$ cat config.mk
export PLATFORM = sky130hd
export DESIGN_NAME = ps2_key_tracker
export DESIGN_NICKNAME = d
export VERILOG_FILES = /design/src/rtl/ps2_key_tracker.sv
export SDC_FILE = /design/constraint.sdc
export NUM_CORES = 1
export LEC_CHECK = 0
export BUFFER_PORTS_ARGS = -buffer_cell sky130_fd_sc_hd__buf_2
export CORE_MARGIN = 5
export CORE_UTILIZATION = 61
export DETAILED_ROUTE_END_ITERATION = 8
export GPL_ROUTABILITY_DRIVEN = 0
export GPL_TIMING_DRIVEN = 0
export HOLD_SLACK_MARGIN = 0.03
export PLACE_DENSITY_LB_ADDON = 0.15
export SYNTH_ARGS = -nofsm -noshare
export SYNTH_HDL_FRONTEND = slang
export SYNTH_SLANG_ARGS = --single-unit
export TNS_END_PERCENT = 1
$ cat constraint.sdc
create_clock -name clk -period 3.5 [get_ports clk]
set_input_delay 0.525 -clock clk [delete_from_list [all_inputs] [get_ports clk]]
set_output_delay 0.525 -clock clk [all_outputs]
set_load 0.005 [all_outputs]
$ cat src/rtl/ps2_key_tracker.sv
// PS/2 keyboard receiver: decodes scan-code set 2 make codes into uppercase ASCII with a 1-based position.
// Build option: define PS2_BACKSPACE_EN to make scan code 0x66 a backspace key (letter 0x08, position steps back).
module ps2_key_tracker #(
  parameter int TIMEOUT_CYCLES = 100000,
  parameter int MAX_COUNT      = 15
) (
  input  logic       clk,
  input  logic       reset,
  input  logic       ps2_clk,
  input  logic       ps2_data,
  input  logic       lvl_won,
  output logic [7:0] letter,
  output logic [7:0] counter,
  output logic       key_valid,
  output logic       frame_err,
  output logic [1:0] fsm_state
);

  localparam logic [1:0] ST_IDLE   = 2'd0;
  localparam logic [1:0] ST_DATA   = 2'd1;
  localparam logic [1:0] ST_PARITY = 2'd2;
  localparam logic [1:0] ST_STOP   = 2'd3;

  localparam int              WD_W    = $clog2(TIMEOUT_CYCLES + 1);
  localparam logic [WD_W-1:0] WD_LAST = WD_W'(TIMEOUT_CYCLES - 1);
  localparam logic [7:0]      MAX_CNT = 8'(MAX_COUNT);

  // Handshake: key_valid and frame_err are single-cycle pulses with no back-pressure; letter/counter
  // are valid whenever key_valid is high and hold their value otherwise.

  logic clk_s1_q, clk_s2_q, clk_s3_q;
  logic dat_s1_q, dat_s2_q;
  logic fall, bit_in;

  logic [1:0]      state_q, state_d;
  logic [2:0]      bit_cnt_q, bit_cnt_d;
  logic [7:0]      shift_q, shift_d;
  logic            par_q, par_d;
  logic [WD_W-1:0] wd_q, wd_d;
  logic            byte_ok, frame_bad;

  logic       brk_q, brk_d;
  logic       ext_q, ext_d;
  logic [7:0] held_q, held_d;
  logic       accept;
  logic       code_mapped;
  logic [7:0] code_ascii;
  logic       is_bs;

  logic [7:0] letter_q, counter_q;
  logic       key_valid_q, frame_err_q;

  function automatic logic [8:0] map_code(input logic [7:0] c);
    logic [8:0] r;
    r = 9'h000;
    case (c)
      8'h1C: r = {1'b1, 8'h41};
      8'h32: r = {1'b1, 8'h42};
      8'h21: r = {1'b1, 8'h43};
      8'h23: r = {1'b1, 8'h44};
      8'h24: r = {1'b1, 8'h45};
      8'h2B: r = {1'b1, 8'h46};
      8'h34: r = {1'b1, 8'h47};
      8'h33: r = {1'b1, 8'h48};
      8'h43: r = {1'b1, 8'h49};
      8'h3B: r = {1'b1, 8'h4A};
      8'h42: r = {1'b1, 8'h4B};
      8'h4B: r = {1'b1, 8'h4C};
      8'h3A: r = {1'b1, 8'h4D};
      8'h31: r = {1'b1, 8'h4E};
      8'h44: r = {1'b1, 8'h4F};
      8'h4D: r = {1'b1, 8'h50};
      8'h15: r = {1'b1, 8'h51};
      8'h2D: r = {1'b1, 8'h52};
      8'h1B: r = {1'b1, 8'h53};
      8'h2C: r = {1'b1, 8'h54};
      8'h3C: r = {1'b1, 8'h55};
      8'h2A: r = {1'b1, 8'h56};
      8'h1D: r = {1'b1, 8'h57};
      8'h22: r = {1'b1, 8'h58};
      8'h35: r = {1'b1, 8'h59};
      8'h1A: r = {1'b1, 8'h5A};
      8'h29: r = {1'b1, 8'h20};
`ifdef PS2_BACKSPACE_EN
      8'h66: r = {1'b1, 8'h08};
`endif
      default: r = 9'h000;
    endcase
    return r;
  endfunction

`ifdef PS2_BACKSPACE_EN
  assign is_bs = (shift_q == 8'h66);
`else
  assign is_bs = 1'b0;
`endif

  // Synchronisers idle high so reset never manufactures a falling edge.
  always_ff @(posedge clk) begin
    if (reset) begin
      clk_s1_q <= 1'b1;
      clk_s2_q <= 1'b1;
      clk_s3_q <= 1'b1;
      dat_s1_q <= 1'b1;
      dat_s2_q <= 1'b1;
    end else begin
      clk_s1_q <= ps2_clk;
      clk_s2_q <= clk_s1_q;
      clk_s3_q <= clk_s2_q;
      dat_s1_q <= ps2_data;
      dat_s2_q <= dat_s1_q;
    end
  end

  assign fall   = clk_s3_q & ~clk_s2_q;
  assign bit_in = dat_s2_q;

  always_comb begin
    state_d   = state_q;
    bit_cnt_d = bit_cnt_q;
    shift_d   = shift_q;
    par_d     = par_q;
    wd_d      = '0;
    byte_ok   = 1'b0;
    frame_bad = 1'b0;
    if (state_q != ST_IDLE) wd_d = fall ? '0 : wd_q + 1'b1;
    case (state_q)
      ST_IDLE: begin
        if (fall && !bit_in) begin
          state_d   = ST_DATA;
          bit_cnt_d = 3'd0;
        end
      end
      ST_DATA: begin
        if (fall) begin
          shift_d   = {bit_in, shift_q[7:1]};
          bit_cnt_d = bit_cnt_q + 3'd1;
          if (bit_cnt_q == 3'd7) state_d = ST_PARITY;
        end
      end
      ST_PARITY: begin
        if (fall) begin
          par_d   = bit_in;
          state_d = ST_STOP;
        end
      end
      ST_STOP: begin
        if (fall) begin
          state_d = ST_IDLE;
          if ((^{shift_q, par_q}) && bit_in) byte_ok = 1'b1;
          else frame_bad = 1'b1;
        end
      end
      default: state_d = ST_IDLE;
    endcase
    // A keyboard that stops clocking mid-frame must not wedge the receiver.
    if (state_q != ST_IDLE && !fall && wd_q == WD_LAST) begin
      state_d   = ST_IDLE;
      frame_bad = 1'b1;
      wd_d      = '0;
    end
  end

  always_comb begin
    brk_d  = brk_q;
    ext_d  = ext_q;
    held_d = held_q;
    accept = 1'b0;
    {code_mapped, code_ascii} = map_code(shift_q);
    if (byte_ok) begin
      if (shift_q == 8'hE0) begin
        ext_d = 1'b1;
      end else if (shift_q == 8'hF0) begin
        brk_d = 1'b1;
      end else if (brk_q || ext_q) begin
        if (brk_q && shift_q == held_q) held_d = 8'h00;
        brk_d = 1'b0;
        ext_d = 1'b0;
      end else if (shift_q != held_q && code_mapped) begin
        held_d = shift_q;
        accept = 1'b1;
      end
    end
    if (lvl_won) held_d = 8'h00;
  end

  always_ff @(posedge clk) begin
    if (reset) begin
      state_q     <= ST_IDLE;
      bit_cnt_q   <= 3'd0;
      shift_q     <= 8'h00;
      par_q       <= 1'b0;
      wd_q        <= '0;
      brk_q       <= 1'b0;
      ext_q       <= 1'b0;
      held_q      <= 8'h00;
      letter_q    <= 8'h00;
      counter_q   <= 8'h00;
      key_valid_q <= 1'b0;
      frame_err_q <= 1'b0;
    end else begin
      state_q     <= state_d;
      bit_cnt_q   <= bit_cnt_d;
      shift_q     <= shift_d;
      par_q       <= par_d;
      wd_q        <= wd_d;
      brk_q       <= brk_d;
      ext_q       <= ext_d;
      held_q      <= held_d;
      key_valid_q <= 1'b0;
      frame_err_q <= frame_bad;
      if (lvl_won) begin
        letter_q  <= 8'h00;
        counter_q <= 8'h00;
      end else if (accept) begin
        letter_q    <= code_ascii;
        key_valid_q <= 1'b1;
        if (is_bs) counter_q <= (counter_q == 8'h00) ? 8'h00 : counter_q - 8'd1;
        else       counter_q <= (counter_q >= MAX_CNT) ? MAX_CNT : counter_q + 8'd1;
      end
    end
  end

  assign letter    = letter_q;
  assign counter   = counter_q;
  assign key_valid = key_valid_q;
  assign frame_err = frame_err_q;
  assign fsm_state = state_q;

endmodule

* After elaboration in Yosys (flattened, before gate mapping) *
Memory sizes are Yosys's and may differ from the RTL's. A register that Yosys moved wholly into a read port is not among the register bits.
Index checks and enable logic that the tools add are counted.
Widths: inputs -> output; s select.

word-level totals
  RAM bits = 0
  logic and storage cells = 102
  latch bits = 0
  output and inout bits = 20
  bits of input ports = 5
  register bits = 64
  memories kept = 1
  ROM bits = 1024

operators by class
  reductions and logical operators = 26
  multiply operators = 0
  eq/ne operators = 16
  shift operators = 0
  add/subtract/negate cells = 3
  bitwise gates (word level) = 5
  order comparisons = 1
  div/mod/pow operators = 0
  muxes and demuxes = 33

memories
  memory           depth  bits a word  rd ports  clocked after memory_dff  write ports  RTL line  RTL
  (no name shown)  128    8            1         1                         0            56        case (c)

operators by type and width
  kind                   count
  $mux 8                 4
  $add 17x1->17 const B  1
  $eq 17x17->1 const B   1
  $mux 1                 17
  $eq 8x8->1 const B     2
  $mux 7                 2
  $ne 2x2->1 const B     6
  $mux 2                 5
  $reduce_and 5->1       2
  $reduce_bool 2->1      5
  $mux 9                 1
  $reduce_and 3->1       3
  $reduce_xor 9->1       1
  $add 8x1->8 const B    1
  $eq 8x8->1             1
  $ge 8x4->1 const B     1
  $ne 8x8->1             1
  $pmux 2 s4             1
  $logic_and 1x1->1      6
  $mux 3                 2
  $pmux 3 s2             1
  $eq 2x2->1 const B     2
  $not 1->1              4
  $reduce_and 2->1       2
  10 further kinds       12

* Logic depth before layout (Yosys ltp) *
  word-level depth = 8
  mapped depth = 16
  gate-level depth less buffers = 12

* Worst setup path after synthesis *
Ideal clock, no wire load.

  path kind = register -> register
  from = register state_q[1], in the netlist fsm_state[1]
  to = register (tool-made name)
  slack = 481 ps
  arrival = 2900 ps
  path buffers = 3
  cell stages (with the launch flop) = 14
  data required time = 3380 ps
  period minus slack after synthesis = 3019 ps
  library setup time = 120 ps
  cell sequence = dfxtp_1 -> inv_1 -> ha_1 -> buf_4 -> nand3b_2 -> clkbuf_1 -> nand2_1 -> a21oi_1 -> inv_1 -> ha_1 -> clkbuf_1 -> mux2_2 -> o2111a_1 -> a211o_1

RTL lines
  element                   RTL line  RTL
  start: declaration        35        logic [1:0] state_q, state_d;
  start signal: assignment  202       state_q <= state_d;

==> impl_metrics.env <==
export IMPL_outcome="complete, no violations"
export IMPL_yosysWarnings=0
export IMPL_antenna_left=0
export IMPL_antenna_found_initial=0
export IMPL_synth_area_leaders="dfxtp_1, ha_1, nand2_1, xor2_1, a21oi_1"
export IMPL_wl_per_cell_um=15.6
export IMPL_r2r_start="fsm_state[1]$_SDFFE_PP0P_"
export IMPL_cts_tree="yes"
export IMPL_initial_core_util=0.632
export IMPL_period_minus_slack_ns=3.25
export IMPL_finalHoldViolations=0
export IMPL_dp_cells=571
export IMPL_power_leakage_nw=1.83
export IMPL_finalCritPeriodShare=0.927
export IMPL_num_vias=3607
export IMPL_setup_viol=0
export IMPL_slew_violations=0
export IMPL_max_cap_viol_count=0
export IMPL_ys_seq_elements=71
export IMPL_drc_errors=0
export IMPL_synth_cell_types=75
export IMPL_start_kind="register"
export IMPL_die_area_um2=8350
export IMPL_mostFrequentLayoutCell="dfxtp_1"
export IMPL_layout_common_cells="dfxtp_1, nand2_1, nor2_1"
export IMPL_hold_path_class="input port to register"
export IMPL_n_antenna_cell=0
export IMPL_drive_above_1_share=0.150
export IMPL_drt_iter0_markers=405
export IMPL_cpLargestDelayFamily="compound AO/OA/AOI/OAI gates"
export IMPL_yosysTopAreaCell="dfxtp_1"
export IMPL_fillers=517
export IMPL_syn_inst=471
export IMPL_die_x_um=91.4
export IMPL_placed_cell_area_um2=4250
export IMPL_holdWs_ns=0.348
export IMPL_synth_area_um2=4040
export IMPL_skew_ns=0.0119
export IMPL_cp_arrival_ns=3.45
export IMPL_peakVddDrop_mv=0.321
export IMPL_cts_buffers=9
export IMPL_path_cells="inv_1 > ha_1 > buf_4 > nand3b_2 > nand2_1 > a21oi_4 > inv_1 > ha_1 > o21ai_0 > a31oi_1 > a222oi_1 > o21ai_1"
export IMPL_worst_slack_ns=0.254
export IMPL_via_per_inst=6.19
export IMPL_ys_async_sr_fraction=0
export IMPL_min_to="dat_s1_q$_SDFF_PP1_"
export IMPL_synthFlopType="dfxtp_1"
export IMPL_grt_pass1_vias=3311
export IMPL_worstHoldStart="ps2_data"
export IMPL_slew_headroom=0.507
export IMPL_grt_pass1_wl_um=15600
export IMPL_avgSynthCellArea_um2=8.58
export IMPL_hpwlAfterDp_um=6560
export IMPL_worst_slew_pin_slew_ns=0.737
export IMPL_pre_cts_slack_ns=-0.194
export IMPL_core_area_um2=6390
export IMPL_portBuffers=23
export IMPL_slowest_stage="a222oi_1"
export IMPL_clk_latency_ns=0.35
export IMPL_holdPathStages=2
export IMPL_fin_cells=583
export IMPL_track_usage=0.225
export IMPL_synthToLayoutAreaGrowth_pct=10.4
export IMPL_rsz0062_at_grt="false"
export IMPL_final_cell_area_um2=4460
export IMPL_ios=25
export IMPL_required_ns=3.70
export IMPL_clock_sinks=71
export IMPL_num_rows=29
export IMPL_setup_worst_path_end_class="register"
export IMPL_die_y_um=91.4
export IMPL_wirelength_um=9120
export IMPL_htreeDepth=3
export IMPL_synth_nets=495
export IMPL_regToRegSetupSlack_ns=0.25
export IMPL_holdBufCountCts=0
export IMPL_clk_pin_slew_ns=0.08
export IMPL_grt_max_degree=19
export IMPL_cp_max_fo=19
export IMPL_crit_type="register to register"
export IMPL_cpPeakStageDelay_ns=0.44
export IMPL_finalPower_mw=1.69
export IMPL_grt_overflow_total=0
export IMPL_yosysSeqAreaShare=0.352
export IMPL_max_freq_ghz=0.308
export IMPL_cts_buffer_depth=2
export IMPL_cts_root_buf="clkbuf_8"
export IMPL_synth_edf_count=0
export IMPL_drt_pass1_iterations=6
export IMPL_critPathBufInv=3
export IMPL_p_per_area_nw_per_um2=378
export IMPL_r2r_cells=12
export IMPL_nets=526
export IMPL_synth_top_area_frac=0.352
-- report_power, final --
| group | switching (mW) | internal (mW) |
|---|---|---|
| registers | 0.0137 | 0.819 |
| logic | 0.0925 | 0.0561 |
| clock network | 0.309 | 0.396 |
| total | 0.416 | 1.27 |
-- what timing repair did --
action / CTS / global route
resized for setup: 1 / 1
gates cloned: 0 / 0
endpoints found under the setup margin: 6 / 6
buffers inserted: 0 / 0
-- stage by stage --
stage | TNS [ns] | utilization
floorplan | 0 | -
global placement | -0.455 | 0.666
detailed placement | -0.858 | 0.666
CTS | 0 | 0.698
global route | 0 | 0.698
finish | 0 | 0.698
-- cells by family after synthesis --
family          count (synthesis)  share of synthesized area
compound gates                 96                      0.165
xor+xnor                       29                     0.0700
fa+ha+maj                      19                     0.0589
buf+inv                        47                     0.0567
flops                          71                      0.352
mux                            19                     0.0524
other cells                     1                   0.000928
simple gates                  189                      0.244
-- worst max path at each step --
stage                                    from  endpoint  slack (ns)  cells after the start
floorplan           fsm_state[1]$_SDFFE_PP0P_  register        0.48                     13
global placement    fsm_state[0]$_SDFFE_PP0P_  register       -0.12                     14
detailed placement  fsm_state[1]$_SDFFE_PP0P_  register       -0.19                     14
CTS                 fsm_state[1]$_SDFFE_PP0P_  register        0.05                     13
global route        fsm_state[1]$_SDFFE_PP0P_  register        0.10                     12
finish              fsm_state[1]$_SDFFE_PP0P_  register        0.25                     12
-- routing by layer --
layer / up-vias / track usage / wire length [um]
met5: - / 0 / 0
li1: 1731 / - / -
met3: 23 / 0.0496 / 711
met1: 1697 / 0.313 / 4110
met4: 0 / 0.0954 / 195
met2: 156 / 0.334 / 4110
-- cell type report --
cell class,count,area [um2],share of cell area
flip-flops and latches,71,1420,0.319
clock inverters,6,86.3,0.0194
repair buffers,23,115,0.0258
multi-input cells,353,2400,0.538
plain buffers,26,150,0.0337
clock buffers,9,124,0.0278
inverters,18,67.6,0.0151
well taps,77,96.3,0.0216
-- synth_stat cells, types with 8 or more instances --
cell type	instances
dfxtp_1	71
nand2_1	47
nor2_1	36
a21oi_1	30
nand3_1	26
xor2_1	20
ha_1	19
clkbuf_1	17
inv_1	16
mux2i_1	14
nand2b_1	13
o21ai_0	10
nand3b_1	9
or2_2	8
Note: power is estimated with default switching activity, not from simulation.
